$ cat config.mk
export PLATFORM = sky130hd
export DESIGN_NAME = au_seq_ctrl
export DESIGN_NICKNAME = d
export VERILOG_FILES = /design/src/rtl/au_seq_ctrl.sv
export SDC_FILE = /design/constraint.sdc
export NUM_CORES = 2
export LEC_CHECK = 0
export CORE_UTILIZATION = 35
export DETAILED_ROUTE_END_ITERATION = 8
export PLACE_DENSITY = 0.47
export SLEW_MARGIN = 10
export SYNTH_ARGS = -nofsm -noshare
export SYNTH_HDL_FRONTEND = slang
export SYNTH_SLANG_ARGS = --single-unit
$ cat constraint.sdc
create_clock -name clk -period 11.3 [get_ports clk]
set_clock_uncertainty 0.05 [all_clocks]
set_input_delay 2.26 -clock clk [delete_from_list [all_inputs] [get_ports clk]]
set_output_delay 2.26 -clock clk [all_outputs]
set_load 0.02 [all_outputs]
$ cat src/rtl/au_seq_ctrl.sv
// Multi-cycle execution controller for the 16-bit arithmetic unit.
// Owns the GPR file and the SGPR; single-cycle mov/add/sub/mul and a 16-step restoring divider.
module au_seq_ctrl #(
    parameter int NREG = 32,
    parameter int DW   = 16
) (
    input  logic          clk,
    input  logic          rst_n,
    input  logic          instr_valid,
    input  logic [31:0]   instr,
    output logic          instr_ready,
    output logic          busy,
    output logic          done,
    output logic [DW-1:0] result,
    output logic          err_illegal,
    output logic          err_dz,
    output logic [DW-1:0] sgpr,
    input  logic [4:0]    dbg_addr,
    output logic [DW-1:0] dbg_data
);

    localparam int CW = $clog2(DW);

    localparam logic [4:0] OP_MOVSGPR = 5'd0;
    localparam logic [4:0] OP_MOV     = 5'd1;
    localparam logic [4:0] OP_ADD     = 5'd2;
    localparam logic [4:0] OP_SUB     = 5'd3;
    localparam logic [4:0] OP_MUL     = 5'd4;
    localparam logic [4:0] OP_DIV     = 5'd5;

    typedef enum logic [1:0] {IDLE, EXEC, DIV} state_t;

    state_t state, state_next;

    logic [DW-1:0] gpr [NREG];

    logic [4:0]    op;
    logic [4:0]    rd;
    logic          imm;
    logic [DW-1:0] a;
    logic [DW-1:0] b;
    logic [DW-1:0] rem;
    logic [DW-1:0] quo;
    logic [CW-1:0] cnt;

    logic            accept;
    logic            wr_en;
    logic [DW-1:0]   wr_val;
    logic            sgpr_en;
    logic            fin;
    logic            ill;
    logic            dz;
    logic            div_start;
    logic            div_step;
    logic [DW:0]     rem_sh;
    logic            rem_ge;
    logic [DW-1:0]   rem_next;
    logic [DW-1:0]   quo_next;
    logic [2*DW-1:0] product;

    assign instr_ready = (state == IDLE);
    assign busy        = ~instr_ready;
    assign accept      = instr_ready && instr_valid;
    assign dbg_data    = gpr[dbg_addr];

    always_ff @(posedge clk or negedge rst_n) begin
        if (!rst_n) begin
            state <= IDLE;
        end else begin
            state <= state_next;
        end
    end

    always_comb begin
        state_next = state;
        wr_en      = 1'b0;
        wr_val     = '0;
        sgpr_en    = 1'b0;
        fin        = 1'b0;
        ill        = 1'b0;
        dz         = 1'b0;
        div_start  = 1'b0;
        div_step   = 1'b0;

        // One restoring-division step; rem_sh needs an extra bit since it can reach 2*B-1.
        rem_sh   = {rem, quo[DW-1]};
        rem_ge   = (rem_sh >= {1'b0, b});
        rem_next = rem_ge ? (rem_sh[DW-1:0] - b) : rem_sh[DW-1:0];
        quo_next = {quo[DW-2:0], rem_ge};
        product  = {{DW{1'b0}}, a} * {{DW{1'b0}}, b};

        case (state)
            IDLE: begin
                if (instr_valid) begin
                    state_next = EXEC;
                end
            end
            EXEC: begin
                state_next = IDLE;
                fin        = 1'b1;
                wr_en      = 1'b1;
                case (op)
                    OP_MOVSGPR: wr_val = sgpr;
                    OP_MOV:     wr_val = imm ? b : a;
                    OP_ADD:     wr_val = a + b;
                    OP_SUB:     wr_val = a - b;
                    OP_MUL: begin
                        wr_val  = product[DW-1:0];
                        sgpr_en = 1'b1;
                    end
                    OP_DIV: begin
                        if (b == '0) begin
                            wr_val = '1;
                            dz     = 1'b1;
                        end else begin
                            state_next = DIV;
                            fin        = 1'b0;
                            wr_en      = 1'b0;
                            div_start  = 1'b1;
                        end
                    end
                    default: begin
                        wr_en = 1'b0;
                        ill   = 1'b1;
                    end
                endcase
            end
            DIV: begin
                div_step = 1'b1;
                if (cnt == CW'(DW - 1)) begin
                    state_next = IDLE;
                    fin        = 1'b1;
                    wr_en      = 1'b1;
                    wr_val     = quo_next;
                end
            end
            default: state_next = IDLE;
        endcase
    end

    // Operands are captured at acceptance so a later write to rdst cannot disturb them.
    always_ff @(posedge clk or negedge rst_n) begin
        if (!rst_n) begin
            op          <= '0;
            rd          <= '0;
            imm         <= 1'b0;
            a           <= '0;
            b           <= '0;
            rem         <= '0;
            quo         <= '0;
            cnt         <= '0;
            sgpr        <= '0;
            result      <= '0;
            done        <= 1'b0;
            err_illegal <= 1'b0;
            err_dz      <= 1'b0;
        end else begin
            done        <= fin;
            err_illegal <= ill;
            err_dz      <= dz;
            if (accept) begin
                op  <= instr[31:27];
                rd  <= instr[26:22];
                imm <= instr[16];
                a   <= gpr[instr[21:17]];
                b   <= instr[16] ? instr[15:0] : gpr[instr[15:11]];
            end
            if (fin) begin
                result <= wr_val;
            end
            if (sgpr_en) begin
                sgpr <= product[2*DW-1:DW];
            end
            if (div_start) begin
                rem <= '0;
                quo <= a;
                cnt <= '0;
            end else if (div_step) begin
                rem <= rem_next;
                quo <= quo_next;
                cnt <= cnt + CW'(1);
            end
        end
    end

    always_ff @(posedge clk or negedge rst_n) begin
        if (!rst_n) begin
            for (int i = 0; i < NREG; i++) begin
                gpr[i] <= '0;
            end
        end else if (wr_en) begin
            gpr[rd] <= wr_val;
        end
    end

endmodule

==> reports/results.tsv <==
stage	metric	value	unit
floorplanning	initial_utilization	35.33	%
setup_path	path_class	input port to output pin	
clock_tree	postCtsHoldBufs	0	
setup_path	required	8.99	ns
clock_tree	path_clk_slew	0.06	ns
grt	grt_pass1_wl	229800	microns
logic_synthesis	synth.distinct_cells	70	
floorplanning	core	131800	sq um
final_layout	drive_gt1_share	24.92	%
setup_path	worst_setup_path_start_kind	input port	
timing	worst_pin_slew	1.109	ns
power	irDropWorstVdd	100.8	uV
logic_synthesis	yosysTopAreaCell	dfrtp_1	
final_layout	final_util	39.23	%
clock_tree	clockBufferDepth	3	
logic_synthesis	postSynthCellCount	4045	
detailed_routing	vias	32499	
logic_synthesis	avgSynthCellArea	11.51	sq um
grt	overflow	0	
timing	rsz0062_at_grt	false	
setup_path	max_stage_delay	0.72	ns
logic_synthesis	syn-num-nets	4422	
logic_synthesis	ys_seq_elements	628	
logic_synthesis	yosys.area.top_type_share	33.75	%
timing	setup_viol	0	
setup_path	arrival	5.67	ns
clock_tree	htree_levels	3	
logic_synthesis	syn_area	46570	sq um
place	place_area	48990	sq um
timing	max_clock_freq	125.3	MHz
clock_tree	numCtsBuffers	78	
clock_tree	cts_tree	built	
detailed_routing	routedWlPerCell	26.39	microns
final_layout	synthToLayoutAreaGrowth	11.02	%
clock_tree	cts.repair.resized	0	
setup_path	cp_max_fo	75	
grt	grt_busiest_layer	met2	
timing	hold_viol_final	0	
detailed_routing	drtIter0Drc	2276	
place	dp_hpwl	100900	microns
clock_tree	postCtsSetupBuffers	0	
setup_path	crit_path_frequent_cell	mux4_2	
floorplanning	dieArea	134500	sq um
detailed_routing	viasPerCell	5.625	
setup_path	critPathSlowestCell	buf_4	
setup_path	cp_top_family	buffers and inverters	
logic_synthesis	synthArstFlopShare	100.0	%
detailed_routing	antenna_left	0	
detailed_routing	drc	0	
hold_path	hold_class	flop to flop	
grt	met1_usage	31.61	%
power	pwr_density_cell	140.9	nW/um^2
setup_path	crit_path_cell_trace	buf_8 -> buf_4 -> mux4_2 -> mux4_2 -> mux2_2 -> clkdlybuf4s50_1	
detailed_routing	routed_wl	152500	microns
timing	period_share	70.61	%
floorplanning	die_y	366.8	microns
clock_tree	clock-sinks	628	
status	status	finished, final reports clean	
logic_synthesis	synth.top_cells.by_count	dfrtp_1 (628), nand2_1 (584), mux4_2 (480)	
logic_synthesis	ys_seq_area_share	33.75	%
logic_synthesis	synth_ff_type	dfrtp_1	
logic_synthesis	yosys-top-cells-area	dfrtp_1 (34%), mux4_2 (23%), fa_1 (8.4%), mux2_2 (5.3%), nand2_1 (4.7%)	
setup_path	r2r_slack	4.06	ns
power	power.leakage	21.75	nW
final_layout	nFillCells	12817	
grt	grt_pass1_vias	33188	
setup_path	critPathCaptureType	output pin	
logic_synthesis	synth_edf_count	0	
place	place_congestion	0.8490	
logic_synthesis	yosysWarnings	0	
clock_tree	clock_latency	0.65	ns
floorplanning	rows	133	
floorplanning	boundaryPins	93	
final_layout	final_nets	4338	
place	io_buffers	92	
timing	slew_headroom	26.08	%
timing	tns	0	ns
clock_tree	clockRootBuffer	clkbuf_16	
detailed_routing	first_pass_iters	5	
grt	grt_use_total	22.98	%
grt	grt_util_met3	4.152	%
run	cap_violations	0	
grt	gr-usage-met2	37.33	%
timing	maxSlewViolCount	0	
setup_path	path_buf_inv	3	
floorplanning	die_w	366.8	microns
logic_synthesis	yosys.cell_count.top_type	dfrtp_1	
grt	antenna_found_initial	4	
timing	fin_crit	7.979	ns
final_layout	fin_area	51700	sq um
grt	grt_start_max_net_pins	163	
power	fin_total_pwr	0.007283	W
-- cells by family (layout without fill, tap and decap cells) --
| family | Yosys count | in the layout | share of synthesized area [%] |
|---|---|---|---|
| AOI/OAI and AO/OA | 655 | 655 | 7.991 |
| xor gates and xnor gates | 57 | 57 | 1.072 |
| adders and majority gates | 337 | 337 | 12.21 |
| buffers and inverters | 601 | 577 | 5.030 |
| DFF | 628 | 628 | 33.75 |
| muxes | 775 | 775 | 30.14 |
| other | 0 | 2 | 0 |
| and+or+nand+nor | 992 | 992 | 9.799 |
-- worst register-to-register path, stage by stage (launching register included) --
cell,delay [ns]
dfrtp_1,0.92
nand2_1,0.20
fa_1,0.56
inv_1,0.05
fa_1,0.53
inv_1,0.05
fa_1,0.50
inv_1,0.06
fa_1,0.52
inv_1,0.05
fa_1,0.46
fa_1,0.52
inv_1,0.05
ha_1,0.37
nand2_1,0.13
nor2_1,0.21
nand2_1,0.09
a211o_1,0.36
a311oi_1,0.54
o2111ai_1,0.23
a21boi_0,0.46
o21ai_0,0.14
o211ai_1,0.10
-- cell usage in the layout, fill, tap and decap left out, drive strengths merged, types with 6 or more instances in the layout --
| cell type | Yosys | final |
|---|---|---|
| mux4 | 480 | 480 |
| nand2 | 609 | 609 |
| ha | 141 | 141 |
| buf | 91 | 87 |
| fa | 196 | 196 |
| and3 | 10 | 10 |
| dfrtp | 628 | 628 |
| a31oi | 13 | 13 |
| a22oi | 7 | 7 |
| a21o | 22 | 22 |
| a211oi | 26 | 26 |
| o21ai | 405 | 405 |
| nor3 | 27 | 27 |
| clkbuf | 237 | 100 |
| mux2 | 219 | 219 |
| or3 | 12 | 12 |
| o21a | 13 | 13 |
| inv | 272 | 275 |
| o211ai | 10 | 10 |
| mux2i | 76 | 76 |
| nor2b | 12 | 12 |
| and2 | 110 | 110 |
| clkinv | 1 | 22 |
| xnor2 | 40 | 40 |
| o31a | 6 | 6 |
| bufinv | 0 | 11 |
| nand2b | 14 | 14 |
| xor2 | 17 | 17 |
| nand3 | 29 | 29 |
| nand4 | 10 | 10 |
| a21oi | 98 | 98 |
| nor2 | 146 | 146 |
| clkdlybuf4s50 | 0 | 77 |
| o31ai | 8 | 8 |
-- state kept, by name, indices dropped and copies added (netlist names) --
register,count
rem,16
state,2
err_dz,1
gpr,512
result,16
a,16
sgpr,16
imm,1
b,16
rd,5
quo,16
cnt,4
op,5
err_illegal,1
done,1
-- power breakdown --
group / total, W / switching (W) / internal, W
clock network: 0.00268 / 0.00107 / 0.00161
logic: 0.00199 / 0.00124 / 0.000758
registers: 0.00261 / 0.000240 / 0.00237
-- per-stage QoR --
step | hold slack (ns) | worst slack, ns | instances
final | 0.4271 | 3.321 | 5778
after global routing | 0.4424 | 3.053 | 5776
after CTS | 0.4326 | 3.208 | 5776
after detailed placement | 0.4144 | 3.207 | 5636
after global placement | 0.4108 | 3.257 | 5636
after floorplan | 0.4239 | 4.353 | 4045
-- final timing paths --
kind                                end   startpoint  cells past startpoint
min in group asynchronous       rem[10]        rst_n                      1
setup reg to reg               sgpr[12]         b[1]                     22
max in group asynchronous    result[15]        rst_n                      3
hold reg to reg               result[6]    result[6]                      1
setup / recovery           dbg_data[10]  dbg_addr[0]                      6
hold / removal                result[6]    result[6]                      1
-- per-layer routing --
metal	vias to the layer above	wire length, microns
met5	-	27
li1	14360	-
met4	4	3836
met3	197	9066
met2	901	72980
met1	17037	66590
-- layout make-up --
cell class	count	area [sq um]	share of cell area, %
Antenna cell	2	5.005	0.009681
Clock buffer	100	2166	4.189
Clock inverter	40	536.8	1.038
Inverter	273	1025	1.982
Multi-Input combinational cell	2816	28580	55.28
Sequential cell	628	15720	30.40
Tap cell	1755	2196	4.248
Timing Repair Buffer	164	1475	2.853
No activity file was read; power rests on OpenSTA's default activity.
